--- config.mk ---
export PLATFORM = sky130hd
export DESIGN_NAME = uart_rx_core
export DESIGN_NICKNAME = d
export VERILOG_FILES = /design/src/rtl/uart_rx_core.sv
export SDC_FILE = /design/constraint.sdc
export NUM_CORES = 1
export LEC_CHECK = 0
export BUFFER_PORTS_ARGS = -buffer_cell sky130_fd_sc_hd__buf_4
export CAP_MARGIN = 20
export CORE_UTILIZATION = 60
export CTS_BUF_LIST = sky130_fd_sc_hd__clkbuf_8
export CTS_CLUSTER_DIAMETER = 30
export DETAILED_ROUTE_END_ITERATION = 16
export PLACE_DENSITY = 0.82
export SYNTH_ARGS = -nofsm -noshare
export SYNTH_HDL_FRONTEND = slang
export SYNTH_SLANG_ARGS = --single-unit
--- constraint.sdc ---
create_clock -name clk -period 2.7 [get_ports clk]
set_clock_uncertainty 0.1 [all_clocks]
set_input_delay 0.135 -clock clk [delete_from_list [all_inputs] [get_ports clk]]
set_output_delay 0.135 -clock clk [all_outputs]
set_load 0.01 [all_outputs]
--- src/rtl/uart_rx_core.sv ---
// -----------------------------------------------------------------------------
// uart_rx_core
//   RS232-style serial receiver for 8N1 / 8E1 / 8O1 frames, LSB first.
//   Each received word is presented with a level valid/ack handshake and a
//   per-word error flag (framing or parity). The block feeds the mirror/bridge
//   stage (valid->rxValid, ack<-rxAck, data->rxData, err->rxErr).
//
// Parameters
//   C_CLK_FRQ          master clock frequency [Hz]
//   C_UART_RATE        baud rate [bit/s]; bit period N = C_CLK_FRQ/C_UART_RATE, N >= 4
//   C_UART_DATA_WIDTH  data bits per frame
//   C_UART_PARITY      0 = none, 1 = odd, 2 = even
//
// Ports
//   clk    in   master clock
//   rst    in   synchronous reset, active high
//   rx     in   asynchronous serial line, idle high
//   ack    in   word consumed / error acknowledged
//   valid  out  data/err hold a received word, held until ack
//   data   out  received word, bit 0 = first bit on the line
//   err    out  framing or parity error on the current word (qualified by valid)
//   busy   out  high from start-bit detection until valid rises
// -----------------------------------------------------------------------------
module uart_rx_core #(
  parameter int C_CLK_FRQ         = 100_000_000,
  parameter int C_UART_RATE       = 115_200,
  parameter int C_UART_DATA_WIDTH = 8,
  parameter int C_UART_PARITY     = 0
) (
  input  logic                         clk,
  input  logic                         rst,
  input  logic                         rx,
  input  logic                         ack,
  output logic                         valid,
  output logic [C_UART_DATA_WIDTH-1:0] data,
  output logic                         err,
  output logic                         busy
);

  localparam int N  = C_CLK_FRQ / C_UART_RATE;
  localparam int TW = $clog2(N);
  localparam int CW = $clog2(C_UART_DATA_WIDTH + 1);

  localparam logic [TW-1:0] HALF_TICK = TW'(N / 2 - 1);
  localparam logic [TW-1:0] LAST_TICK = TW'(N - 1);
  localparam logic [CW-1:0] LAST_BIT  = CW'(C_UART_DATA_WIDTH - 1);

  typedef enum logic [2:0] {
    sIDLE, sSTART, sDATA, sPARITY, sSTOP, sWAIT, sARM
  } stateT;

  stateT                        state, stateNext;
  logic                         rxMeta, rxS, rxSPrev;
  logic [TW-1:0]                timer;
  logic [CW-1:0]                bitCnt;
  logic [C_UART_DATA_WIDTH-1:0] shiftReg;
  logic                         parBad;

  logic midTick, bitTick, parSum;
  logic timerRestart, shiftEn, parEn, loadOut, clrOut;

  assign midTick = (timer == HALF_TICK);
  assign bitTick = (timer == LAST_TICK);
  assign parSum  = ^shiftReg ^ rxS;
  assign busy    = (state == sSTART) || (state == sDATA) ||
                   (state == sPARITY) || (state == sSTOP);

  // Two-flop synchroniser plus one history flop for falling-edge detection.
  // All three reset to the idle line level so reset never looks like a start.
  // NOTE: sequential state is always assigned with <= so every flop samples
  // the pre-edge value of its neighbours; blocking here would collapse the chain.
  always_ff @(posedge clk) begin
    if (rst) begin
      rxMeta  <= 1'b1;
      rxS     <= 1'b1;
      rxSPrev <= 1'b1;
    end else begin
      rxMeta  <= rx;
      rxS     <= rxMeta;
      rxSPrev <= rxS;
    end
  end

  always_ff @(posedge clk) begin
    if (rst) state <= sIDLE;
    else     state <= stateNext;
  end

  // NOTE: every signal driven here gets a default before the case statement,
  // so no path leaves a value unassigned and no latch is inferred.
  always_comb begin
    stateNext    = state;
    timerRestart = 1'b0;
    shiftEn      = 1'b0;
    parEn        = 1'b0;
    loadOut      = 1'b0;
    clrOut       = 1'b0;
    case (state)
      sIDLE: begin
        if (rxSPrev && !rxS) begin
          stateNext    = sSTART;
          timerRestart = 1'b1;
        end
      end
      sSTART: begin
        // Start bit must still be low at its centre, otherwise it was a glitch.
        if (midTick) begin
          timerRestart = 1'b1;
          stateNext    = rxS ? sIDLE : sDATA;
        end
      end
      sDATA: begin
        // Timer was restarted at the start-bit centre, so each full period
        // lands on the centre of the next bit.
        if (bitTick) begin
          shiftEn = 1'b1;
          if (bitCnt == LAST_BIT)
            stateNext = (C_UART_PARITY != 0) ? sPARITY : sSTOP;
        end
      end
      sPARITY: begin
        if (bitTick) begin
          parEn     = 1'b1;
          stateNext = sSTOP;
        end
      end
      sSTOP: begin
        if (bitTick) begin
          loadOut   = 1'b1;
          stateNext = sWAIT;
        end
      end
      sWAIT: begin
        // Line is ignored here: frames arriving before ack are dropped.
        if (ack) begin
          clrOut    = 1'b1;
          stateNext = sARM;
        end
      end
      sARM: begin
        // Wait for an idle line so we never lock onto the middle of a frame
        // (or onto a break that is still being held).
        if (rxS) stateNext = sIDLE;
      end
      default: stateNext = sIDLE;
    endcase
  end

  always_ff @(posedge clk) begin
    if (rst) begin
      timer    <= '0;
      bitCnt   <= '0;
      shiftReg <= '0;
      parBad   <= 1'b0;
      valid    <= 1'b0;
      data     <= '0;
      err      <= 1'b0;
    end else begin
      if (timerRestart || bitTick) timer <= '0;
      else                         timer <= timer + TW'(1);

      if (timerRestart) begin
        bitCnt <= '0;
        parBad <= 1'b0;
      end else if (shiftEn) begin
        bitCnt <= bitCnt + CW'(1);
      end

      if (shiftEn)
        shiftReg <= {rxS, shiftReg[C_UART_DATA_WIDTH-1:1]};

      // Odd parity wants an odd total of ones, even parity an even total.
      if (parEn)
        parBad <= (C_UART_PARITY == 1) ? !parSum : parSum;

      // Data is registered even when the frame is flagged as bad.
      if (loadOut) begin
        valid <= 1'b1;
        data  <= shiftReg;
        err   <= parBad || !rxS;
      end else if (clrOut) begin
        valid <= 1'b0;
        err   <= 1'b0;
      end
    end
  end

endmodule

After elaboration in Yosys (flattened, before gate mapping)
Index checks and enable logic that the tools add are counted.
Word-level totals
  bits in registers: 39
  input bits: 4
  output and inout port bits: 11
  logic and storage cells: 69
Cells by class
  $add $sub $neg: 2
  eq/ne operators: 17
  muxes and demuxes: 24
  bitwise gates (word level): 1
  reduce and logical (&&, ||, !) cells: 14
Operators with widths (count)
  3-bit two-way mux: 8
  3-bit case mux with 7 select lines: 1
  2-bit != test (second input constant): 7
  1-bit two-way mux: 13
  10-bit by 1-bit adder with 10-bit output (second input constant): 1
  10-bit == test (second input constant): 1
  10-bit by 9-bit == test with 1-bit output (second input constant): 1
  3-bit == test (second input constant): 3
  8-bit AND reduction: 1
  8-bit XOR reduction: 1
  3-bit by 2-bit == test with 1-bit output (second input constant): 2
  1-bit logical OR: 5
  4-bit by 1-bit adder with 4-bit output (second input constant): 1
  4-bit by 3-bit == test with 1-bit output (second input constant): 1
  2-bit nonzero test: 2
  2-bit OR reduction: 2
  3-bit by 1-bit == test with 1-bit output (second input constant): 1
  3-bit logical NOT: 1
  2-bit two-way mux: 1
  2-bit by 1-bit != test with 1-bit output (second input constant): 1
  1-bit case mux with 2 select lines: 1
  1-bit logical AND: 1
  1-bit logical NOT: 1
  1-bit bitwise XOR: 1

Longest topological paths before layout
  word-level depth: 6
  mapped depth: 6
  gate-level depth less buffers: 6

Worst setup path after synthesis
OpenSTA, ideal clock, no wires.
  kind: flip-flop to flip-flop
  start: register timer[0]
  end: register bitCnt[2]
  library setup time: 122 ps
  data arrival time: 1681 ps
  slack: 798 ps
  cell stages (with the launch flop): 7
  period minus slack after synthesis: 1902 ps
  path through: dfxtp_1 > ha_1 > nor4bb_1 > nand4_1 > buf_2 > o21ai_0 > a21oi_1
On the way
  word-level cells in the longest chain between the ends: 4
  elaborated cells on any way between the ends: 7
  those cells by class: 2 x eq/ne; 4 x mux; 1 x reduce/logical
Ends and longest elaborated chain
  from (decl): line 54  | logic [TW-1:0] timer;
  from (signal assigned): line 160  | else timer <= timer + TW'(1);
  10-bit by 9-bit == test with 1-bit output: line 62  | assign midTick = (timer == HALF_TICK);
  1-bit two-way mux: line 107  | if (midTick) begin
  1-bit case mux with 2 select lines: line 98  | case (state)
  2-bit OR reduction (no source line)
  to (signal assigned): line 166  | bitCnt <= bitCnt + CW'(1);
  to (decl): line 55  | logic [CW-1:0] bitCnt;
Several ways; a longest one is shown, not always the timed one.
A chain may end at the register's enable or synchronous reset.

Final worst setup path
  start: register timer[0]
  end: register timer[7]
On the way
  word-level cells in the longest chain between the ends: 5
  elaborated cells on any way between the ends: 7
  those cells by class: 1 x add/sub; 2 x eq/ne; 2 x mux; 2 x reduce/logical
Ends and longest elaborated chain
  10-bit by 9-bit == test with 1-bit output: line 62
  1-bit two-way mux: line 107
  1-bit case mux with 2 select lines: line 98
  1-bit logical OR: line 159  | if (timerRestart || bitTick) timer <= '0;
  2-bit OR reduction (no source line)
Several ways; a longest one is shown, not always the timed one.

==> flow_summary.toml <==
[logic_synthesis]
synth_area_leader_cell = "dfxtp_1"
synth_cells = 191
synth_seq_area_share = 0.436
synth.top_cells.by_area = "dfxtp_1 44%, mux2i_1 9.5%, nor2_1 4.4%, xnor2_1 4.4%, nor3_1 3.6%"
synth_xor_area_frac = 0.0859
ys.flop_type = "dfxtp_1"
postSynth.asyncResetShare = 0
synth-adder-area-share = 0.0209
muxShareOfSynthArea = 0.0950
ys_warn_count = 0
syn_nets = 198
synth_area_um2 = 1790
synth_top_cell_area_share = 0.436
avgSynthCellArea_um2 = 9.38
synth.distinct_cells = 38
synth-edff-count = 0
synth-simple-area-share = 0.258
synth-compound-area-share = 0.0789
synth_top_family_by_area = "simple AND/OR/NAND/NOR gates"
synth.ff_latch_count = 39

[clock_network]
cts.htree.levels = 2
clk_pin_slew_ns = 0.07
clockBufferDepth = 2
cts_tree = "yes"
insertion_delay_ns = 0.29
cts_buffers = 5
clkSinkCount = 39
cts_root_buffer = "clkbuf_8"

[sta]
tightest_slew_ns = 0.659
postLayoutSetupSlackWorst_ns = 0.618
tns_ns = 0
max_freq_mhz = 480
slew_violations = 0
rsz0062_at_grt = "no"
finalCriticalPeriod_ns = 2.08
setup_viol = 0
post-route-period-util = 0.771
slew_headroom = 0.561
hold_viol_final = 0

[grt]
grt_pass1_wl_um = 5710
grt_max_degree = 24
grt_usage = 0.237
grt_pass1_vias = 1328
antenna_found_initial = 0
overflow = 0

[critical_path]
startpoint_type = "flop"
worstSetupPathType = "reg2reg"
path_cells = "ha_1, nor4bb_1, nand2_1, a21oi_1, nor3_1"
critical_path.max_stage_delay_ns = 0.53
crit_fanout = 9
crit_arrival_ns = 2.13
cp_slowest_cell = "a21oi_1"
reg2reg_depth = 5
r2r-start = "timer[0]$_SDFF_PP0_"
r2r_slack_ns = 0.62
r2r-end = "timer[7]$_SDFF_PP0_"
endpoint_kind = "flop"
critical_path_required_ns = 2.75

[final_layout]
seqCellArea_um2 = 781
multiInputGateArea_um2 = 965
fin_cells = 240
fin_nets = 215
diodes = 0
layout-drive-gt1-share = 0.129
syn2layout_area_growth_pct = 12.4
nFillCells = 207

[floorplanning]
die-height_um = 56.6
ios = 15
core_um2 = 2780
start_util = 0.644
rows = 19
dieArea_um2 = 3210
die_x_um = 56.6

[outcome]
status = "complete, no violations"

[worst_hold_path]
min_path_type = "in2reg"
min_from = "rst"
whs_endpoint = "data[4]$_SDFFE_PP0P_"
hold_path_depth = 2

[detailed_routing]
num_vias = 1408
firstDrtPassIters = 4
avgRoutedWirePerCell_um = 14.2
drc = 0
antenna_left = 0
drt-initial-drc-count = 47
vias_per_cell = 5.87
wl_um = 3420

[job]
max_cap_viol_count = 0

[power_and_ir_drop]
power_leakage_nw = 0.891
pwr_density_cell_nw_per_um2 = 495
vdd_drop_max_v = 0.000518

[placed_design]
dpl.hpwl_um = 2440
gp_congestion = 0.844
port_buffers = 14
dp.cells = 231
pre_cts_slack_ns = 0.609
-- cells in the mapped netlist, types with 2 or more instances --
cell	instances
nor2b_1	4
o41ai_1	2
inv_1	5
o21ai_0	2
nor3b_1	7
clkbuf_1	6
or2_2	3
nand2_1	11
nor2_1	21
nor3_1	13
xnor2_1	9
ha_1	3
and4b_1	3
dfxtp_1	39
xor2_1	6
nand4_1	6
mux2i_1	17
or3_1	3
nand3_1	7
a21oi_1	6
-- area by class of cell --
class                      instances  area share
multi-input combinational        140       0.479
sequential                        39       0.388
timing repair buffer              17      0.0646
clock buffer                       5      0.0342
tap                               31      0.0193
inverter                           5     0.00932
clock inverter                     3     0.00621
-- power by group --
group	internal (W)	total, W	switching (W)
Sequential	0.000582	0.000590	0.00000843
Combinational	0.0000175	0.0000419	0.0000245
Clock	0.000173	0.000366	0.000192
-- logic make-up after synthesis --
family	count (synthesis)
AND/OR/NAND/NOR	85
flip-flops	39
AO/OA/AOI/OAI	19
multiplexers	17
XOR/XNOR	16
buffers and inverters	12
adder cells (fa/ha/maj)	3
-- state kept, by name, summed over array words and instances (netlist names) --
| name | flops |
|---|---|
| shiftReg | 8 |
| state | 3 |
| valid | 1 |
| rxS | 1 |
| rxSPrev | 1 |
| bitCnt | 4 |
| data | 8 |
| err | 1 |
| parBad | 1 |
| timer | 10 |
| rxMeta | 1 |
-- repair_timing --
item | CTS | global route
hold buffers | 1 | 0
setup buffers | 0 | 0
endpoints found under the hold margin | 1 | 0
gates resized for setup | 0 | 0
-- per-layer routing --
layer / vias up / part of all wire / global-route usage
met5: - / 0 / 0
met4: 0 / 0.031 / 0.150
met3: 12 / 0.049 / 0.0714
met2: 35 / 0.45 / 0.363
met1: 647 / 0.46 / 0.289
li1: 714 / - / -
-- worst max-delay path by stage --
| stage | start | end | cells after the start |
|---|---|---|---|
| final | timer[0]$_SDFF_PP0_ | timer[7]$_SDFF_PP0_ | 5 |
| after floorplan | timer[0]$_SDFF_PP0_ | bitCnt[2]$_SDFFE_PP0P_ | 6 |
| after detailed placement | timer[0]$_SDFF_PP0_ | timer[7]$_SDFF_PP0_ | 5 |
| after CTS | timer[0]$_SDFF_PP0_ | timer[7]$_SDFF_PP0_ | 5 |
| after global placement | timer[0]$_SDFF_PP0_ | timer[4]$_SDFF_PP0_ | 5 |
| after global routing | timer[0]$_SDFF_PP0_ | timer[9]$_SDFF_PP0_ | 5 |
-- stage by stage --
stage	total power [W]	hold WS, ns	utilization	area, µm²
after floorplan	0.000631	0.139	-	1790
after global placement	0.000641	0.219	0.691	1920
after detailed placement	0.000644	0.225	0.691	1920
after CTS	0.00101	0.0725	0.724	2010
after global routing	0.00103	0.0811	0.724	2010
final	0.000998	0.0834	0.724	2010
-- worst max-delay path: cells and delay by family (launching register included) --
kind,cells,cell delay (ns)
AOI/OAI and AO/OA,1,0.53
adders and majority gates,1,0.24
and+or+nand+nor,3,0.68
DFF,1,0.40
-- cell usage in the layout (no fill, tap or decap), types with 6 or more instances in the layout --
cell     synthesis  routed
nor2_1          21      21
xnor2_1          9       9
nor3b_1          7       7
buf_4            0      16
nand2_1         11      11
a21oi_1          6       6
nand4_1          6       6
nor3_1          13      13
inv_1            5       7
dfxtp_1         39      39
nand3_1          7       7
xor2_1           6       6
mux2i_1         17      17
Note: power is estimated with default switching activity, not from simulation.
